===== src/rtl/disassemble_pack.sv =====
// Receive side of the 176-bit game-state packet: hunts for the 0xAA,0x55 sync word,
// collects 20 payload bytes and presents the decoded fields with a one-cycle pkt_valid.
module disassemble_pack #(
    parameter int unsigned TIMEOUT_CYCLES = 1000
) (
    input  logic        clk,
    input  logic        rst_n,
    input  logic [7:0]  rx_data,
    input  logic        rx_valid,
    output logic [7:0]  player_x,
    output logic [7:0]  player_y,
    output logic [7:0]  wave_y0,
    output logic [39:0] wave_bitfield0,
    output logic [7:0]  wave_y1,
    output logic [39:0] wave_bitfield1,
    output logic [7:0]  wave_y2,
    output logic [39:0] wave_bitfield2,
    output logic        pkt_valid,
    output logic        frame_err,
    output logic [15:0] pkt_count
);

    localparam int unsigned    CW        = (TIMEOUT_CYCLES > 1) ? $clog2(TIMEOUT_CYCLES) : 1;
    localparam logic [CW-1:0]  IDLE_LAST = (TIMEOUT_CYCLES > 0) ? CW'(TIMEOUT_CYCLES - 1) : '0;
    localparam bit             TMO_EN    = (TIMEOUT_CYCLES != 0);

    typedef enum logic [1:0] {
        HUNT0   = 2'd0,
        HUNT1   = 2'd1,
        PAYLOAD = 2'd2,
        DELIVER = 2'd3
    } state_t;

    state_t          r_state;
    logic [4:0]      r_idx;
    logic [CW-1:0]   r_idle;
    logic [159:0]    r_pay;
    logic [159:0]    r_fields;
    logic            r_pkt_valid;
    logic            r_frame_err;
    logic [15:0]     r_pkt_count;

    logic            w_timeout;
    logic [CW-1:0]   w_idle_next;
    logic [7:0]      w_bit_base;
    logic            w_is_aa;

    // The byte arriving on the expiry cycle wins, so expiry needs an idle cycle.
    assign w_timeout   = TMO_EN && !rx_valid && (r_idle == IDLE_LAST);
    assign w_idle_next = TMO_EN ? (r_idle + CW'(1)) : '0;
    assign w_bit_base  = {r_idx, 3'b000};
    assign w_is_aa     = rx_valid && (rx_data == 8'hAA);

    // Receive FSM: sync hunt, payload collection, delivery and inter-byte timeout.
    always_ff @(posedge clk or negedge rst_n) begin
        if (!rst_n) begin
            r_state     <= HUNT0;
            r_idx       <= 5'd0;
            r_idle      <= '0;
            r_pay       <= 160'd0;
            r_fields    <= 160'd0;
            r_pkt_valid <= 1'b0;
            r_frame_err <= 1'b0;
            r_pkt_count <= 16'd0;
        end else begin
            r_pkt_valid <= 1'b0;
            r_frame_err <= 1'b0;
            case (r_state)
                HUNT0: begin
                    r_idle <= '0;
                    if (w_is_aa) begin
                        r_state <= HUNT1;
                    end
                end
                HUNT1: begin
                    if (rx_valid) begin
                        r_idle <= '0;
                        if (rx_data == 8'h55) begin
                            r_state <= PAYLOAD;
                            r_idx   <= 5'd0;
                        end else if (rx_data != 8'hAA) begin
                            r_state <= HUNT0;
                        end
                    end else if (w_timeout) begin
                        r_state     <= HUNT0;
                        r_frame_err <= 1'b1;
                        r_idle      <= '0;
                    end else begin
                        r_idle <= w_idle_next;
                    end
                end
                PAYLOAD: begin
                    if (rx_valid) begin
                        r_idle                  <= '0;
                        r_pay[w_bit_base +: 8]  <= rx_data;
                        if (r_idx == 5'd19) begin
                            r_state <= DELIVER;
                        end else begin
                            r_idx <= r_idx + 5'd1;
                        end
                    end else if (w_timeout) begin
                        r_state     <= HUNT0;
                        r_frame_err <= 1'b1;
                        r_idle      <= '0;
                    end else begin
                        r_idle <= w_idle_next;
                    end
                end
                DELIVER: begin
                    // A byte arriving here is treated as the first sync candidate.
                    r_fields    <= r_pay;
                    r_pkt_valid <= 1'b1;
                    r_pkt_count <= r_pkt_count + 16'd1;
                    r_idx       <= 5'd0;
                    r_idle      <= '0;
                    r_state     <= w_is_aa ? HUNT1 : HUNT0;
                end
                default: begin
                    r_state <= HUNT0;
                    r_idx   <= 5'd0;
                    r_idle  <= '0;
                end
            endcase
        end
    end

    assign player_x       = r_fields[7:0];
    assign player_y       = r_fields[15:8];
    assign wave_y0        = r_fields[23:16];
    assign wave_bitfield0 = r_fields[63:24];
    assign wave_y1        = r_fields[71:64];
    assign wave_bitfield1 = r_fields[111:72];
    assign wave_y2        = r_fields[119:112];
    assign wave_bitfield2 = r_fields[159:120];
    assign pkt_valid      = r_pkt_valid;
    assign frame_err      = r_frame_err;
    assign pkt_count      = r_pkt_count;

endmodule

===== config.mk =====
export PLATFORM = sky130hd
export DESIGN_NAME = disassemble_pack
export DESIGN_NICKNAME = d
export VERILOG_FILES = /design/src/rtl/disassemble_pack.sv
export SDC_FILE = /design/constraint.sdc
export NUM_CORES = 1
export LEC_CHECK = 0
export CORE_MARGIN = 2
export CORE_UTILIZATION = 50
export DETAILED_ROUTE_END_ITERATION = 8
export GPL_TIMING_DRIVEN = 0
export PLACE_DENSITY = 0.76
export SLEW_MARGIN = 20
export SYNTH_ARGS = -nofsm -noshare
export SYNTH_HDL_FRONTEND = slang
export SYNTH_SLANG_ARGS = --single-unit

===== constraint.sdc =====
create_clock -name clk -period 2.6 [get_ports clk]
set_clock_uncertainty 0.2 [all_clocks]
set_input_delay 0.26 -clock clk [delete_from_list [all_inputs] [get_ports clk]]
set_output_delay 0.26 -clock clk [all_outputs]
set_load 0.02 [all_outputs]

Yosys cells after proc, flatten, opt, wreduce, memory -nomap -nowiden. Index checks and enable logic that the tools add are counted.

Eq/ne operators: 15. Shifts and indexed selects: 2. Mux-type cells: 22. Add/subtract/negate cells: 4. Reductions and logical operators: 10.

Operator list (number): $bwmux W160 (1); $shift A8 B10 Y160 const A (1); $shiftx A8 B10 Y160 (1); $mux W10 (2); $mux W5 (4); $pmux W10 S2 (1); $add A16 B1 Y16 const B (1); $pmux W5 S3 (1); $mux W2 (7); $add A10 B1 Y10 const B (1); $eq A10 B10 Y1 const B (1); $ne A2 B2 Y1 const B (5); $neg A8 Y10 (1); $eq A8 B7 Y1 const B (1); $eq A8 B8 Y1 const B (1); $ne A8 B8 Y1 const B (1); $pmux W2 S4 (1); $add A5 B1 Y5 const B (1); $eq A5 B5 Y1 const B (1); $mux W1 (5); $reduce_and A5 Y1 (1); $eq A2 B2 Y1 const B (2); $ne A4 B4 Y1 const B (1); $reduce_or A2 Y1 (2); 8 further kinds (9).

Bits of input ports: 11. Bits in registers: 355. Output and inout port bits: 178. Logic and storage cells: 61.

Logic depth before layout (Yosys ltp).
Word-level depth: 5. Depth in mapped cells: 10.

Least setup slack after synthesis. Ideal clock, no wire load.

Kind: reg2reg. Start: register r_idx[0]. End: register r_pay[64]. Library setup time: 125 ps. Slack: -84 ps. Stages on the path, launching flop included: 11. Data arrival time: 2359 ps. Path buffers: 3. Clock period less this slack: 2684 ps. Cells stage by stage: dfrtp_1 > buf_2 > inv_1 > ha_1 > clkbuf_1 > nand3b_1 > o32a_1 > o22ai_2 > nor2b_1 > buf_2 > mux2_2.

Cells in the longest elaborated chain, start to end: 3.

Ends and longest elaborated chain: start, declared (RTL line 35) `logic [4:0] r_idx;`; start signal, assigned (RTL line 99) `r_idx <= r_idx + 5'd1;`; $neg A8 Y10 * (RTL line 95) `r_pay[w_bit_base +: 8] <= rx_data;`; $shiftx A8 B10 Y160 / $shift A8 B10 Y160 (equally long branches) (RTL line 95); $bwmux W160 * (RTL line 95); end signal, assigned by index (RTL line 95); end, declared (RTL line 37) `logic [159:0] r_pay;`.

Every way passes the cells marked *; elsewhere a longest branch is shown, timed or not. A chain may end at the register's enable or synchronous reset.

Worst setup path after layout.
Start: register r_idx[0]. End: register r_pay[128].

Same word-level chain as after synthesis.

==> results_dict.tcl <==
set metrics [dict create \
    status "finished, violations left" \
    violations "setup timing" \
    maxClockFrequency_mhz 382.0 \
    fillers 2006 \
    cts_num_sinks 355 \
    met3_usage_pct 5.541 \
    mostFrequentLayoutCells "dfrtp_1, mux2_2, clkdlybuf4s50_1, clkbuf_16, nor2_1" \
    clk_pin_slew_worst_paths_ns 0.06 \
    dieArea_um2 29950 \
    path_cells "buf_8 > buf_4 > o21bai_1 > o21ai_1 > a32oi_2 > nor2_4 > buf_12 > mux2_2" \
    fin_setup_tns_ns -0.03957 \
    layout_commonest_cell "dfrtp_1" \
    portBuffers 187 \
    synth-seq-cells 355 \
    num_antenna_cells 0 \
    vias 8805 \
    endpoint_kind "flop" \
    ys_warn_count 0 \
    cp.arrival_ns 2.81 \
    gr-usage-all-layers_pct 22.87 \
    period_needed_ns 2.618 \
    grt_pass1_vias 9402 \
    tightest_slew_ns 0.8974 \
    die-height_um 173.1 \
    gr-total-overflow 0 \
    cts_buffers 38 \
    min_path_type "in -> async" \
    hold_viol 0 \
    powerDensity_nw_per_um2 612.1 \
    die_x_um 173.1 \
    cp.required_ns 2.80 \
    via_per_inst 5.389 \
    holdWs_ns 0.01974 \
    drt-pass1-iter-count 5 \
    setup_slack_ns -0.01765 \
    antenna_found_initial 0 \
    top_usage_layer "met2" \
    maxSlewHeadroom_pct 40.17 \
    grt_max_degree 101 \
    syn_nets 984 \
    avgSynthCellArea_um2 14.87 \
    grt_use_met2_pct 36.75 \
    initial_core_util_pct 51.16 \
    insertion_delay_ns 0.52 \
    setup_viol 6 \
    synthesis.area_um2 14290 \
    ys_types 55 \
    drt-wirelength-per-cell_um 20.58 \
    cts_tree "done" \
    root_buffer "clkbuf_16" \
    drive_gt1_share_pct 38.69 \
    place_congestion 0.8523 \
    drv_slew 0 \
    ys_seq_area_share_pct 62.17 \
    dp_worst_setup_slack_ns -0.7047 \
    post_dp_cell_area_um2 16760 \
    leakagePower_nw 9.013 \
    stdcell_count 1634 \
    fin_nets 1251 \
    netlist_instances 961 \
    coreArea_um2 27930 \
    drtIter0Drc 440 \
    num_rows 61 \
    ctsHtreeMaxLevel 2 \
    drt_wl_total_um 33630 \
    use_met1_pct 31.20 \
    rsz0062_at_grt "yes" \
    slowest_delay_ns 0.59 \
    crit_type "reg -> reg" \
    drc_errors 0 \
    ant_nets 0 \
    clockBufferDepth 3 \
    start_kind "flop" \
    cp_top_family "compound AO/OA/AOI/OAI gates" \
    path_buf_inv 3 \
    place_hpwl_um 22170 \
    ir_drop_mv 0.4396 \
    final_area_um2 18750 \
    ios 189 \
    cp_slowest_cell "a32oi_2" \
    area_growth_pct 31.18 \
    drv_cap 0 \
    post-place-cells 1530 \
    worstPathMaxFanout 9 \
    grt_pass1_wl_um 54080 \
    fin_crit_sh_pct 100.7 \
]
-- per-stage QoR --
| step | power, W | utilization [%] |
|---|---|---|
| 3_5_place_dp | 0.006030 | 59.98 |
| 3_3_place_gp | 0.006011 | 59.57 |
| 5_1_grt | 0.01190 | 67.11 |
| 4_1_cts | 0.01159 | 66.82 |
| 2_1_floorplan | 0.005817 | - |
| 6_report | 0.01147 | 67.11 |
-- final timing paths --
check	startpoint	slack, ns	depth (start not counted)	endpoint
worst max-delay path	r_idx[0]	-0.02	8	r_pay[128]
worst min-delay path	rst_n	0.02	2	r_pay[35]
worst max register to register	r_idx[0]	-0.02	8	r_pay[128]
worst min register to register	pkt_count[15]	0.27	1	pkt_count[15]
max in group asynchronous	rst_n	0.91	4	r_idx[0]
min in group clk	rx_data[5]	0.27	2	r_pay[69]
-- report_power, final --
group          internal [W]  switching (W)  leakage (nW)
clock network       0.00344        0.00209         0.641
registers           0.00555      0.0000202          4.95
logic              0.000109       0.000261          3.42
-- registers in the layout, summed over array words and instances, names as in the netlist --
name       count
r_fields     160
r_pay        160
pkt_count     16
r_idle        10
r_idx          5
r_state        2
frame_err      1
pkt_valid      1
-- cells by family after synthesis --
logic type      synth area share, %
simple gates                  7.040
compound gates                1.760
fa+ha+maj                     1.051
xor+xnor                      1.532
buf+inv                       1.392
flops                         62.17
mux                           25.06
-- cell type report --
cell class              instances  area (um^2)  share of cell area [%]
plain buffers                  38        200.2                   1.068
clock inverters                10        150.1                  0.8010
repair buffers                228         2421                   12.92
flip-flops and latches        355         8887                   47.41
clock buffers                  58         1150                   6.134
well taps                     378        473.0                   2.523
inverters                      11        48.80                  0.2603
multi-input cells             556         5415                   28.89
-- layer usage --
layer	wire length [um]	part of all wire, %
met5	0	0
met4	747	2.2
met3	2217	6.6
met2	16050	48
met1	14610	43
-- cell usage after synthesis (all sizes together) --
| cell | instances | share of area (%) |
|---|---|---|
| a21oi | 3 | 0.11 |
| or3b | 1 | 0.061 |
| xor2 | 7 | 0.43 |
| o2bb2ai | 1 | 0.061 |
| and4b | 1 | 0.070 |
| a21o | 3 | 0.16 |
| dfrtp | 355 | 62 |
| o21bai | 1 | 0.053 |
| a32oi | 1 | 0.061 |
| nand4b | 1 | 0.061 |
| and2 | 9 | 0.39 |
| o32a | 1 | 0.070 |
| ha | 12 | 1.1 |
| o22ai | 1 | 0.088 |
| nor4bb | 2 | 0.14 |
| a22oi | 2 | 0.14 |
| a31o | 2 | 0.12 |
| nand2 | 31 | 0.81 |
| nor4 | 5 | 0.32 |
| o211ai | 1 | 0.053 |
| nor3 | 16 | 1.4 |
| nand2b | 2 | 0.088 |
| xnor2 | 18 | 1.1 |
| nand3 | 21 | 0.74 |
| or4 | 1 | 0.053 |
| a221o | 1 | 0.070 |
| a31oi | 2 | 0.19 |
| mux2 | 318 | 25 |
| and3 | 23 | 1.0 |
| inv | 10 | 0.26 |
| nand4 | 6 | 0.26 |
| or3 | 1 | 0.044 |
| clkinv | 1 | 0.026 |
| o41ai | 2 | 0.12 |
| nor4b | 1 | 0.061 |
| buf | 8 | 0.29 |
| o311ai | 1 | 0.061 |
| o21ai | 8 | 0.28 |
| a221oi | 2 | 0.12 |
| nor2 | 42 | 1.2 |
| clkbuf | 31 | 0.81 |
| nand3b | 2 | 0.11 |
| nor2b | 3 | 0.13 |
| nand4bb | 1 | 0.079 |
-- repair_timing --
action                                  in CTS  in global routing
pin swaps                                   16                 10
gates resized for setup                     61                 21
buffers inserted                            32                  4
endpoints found under the setup margin     310                202
hold buffers                                 1                  0
hold endpoints to repair                   195                  0
Power figures use the tool's default switching activity.
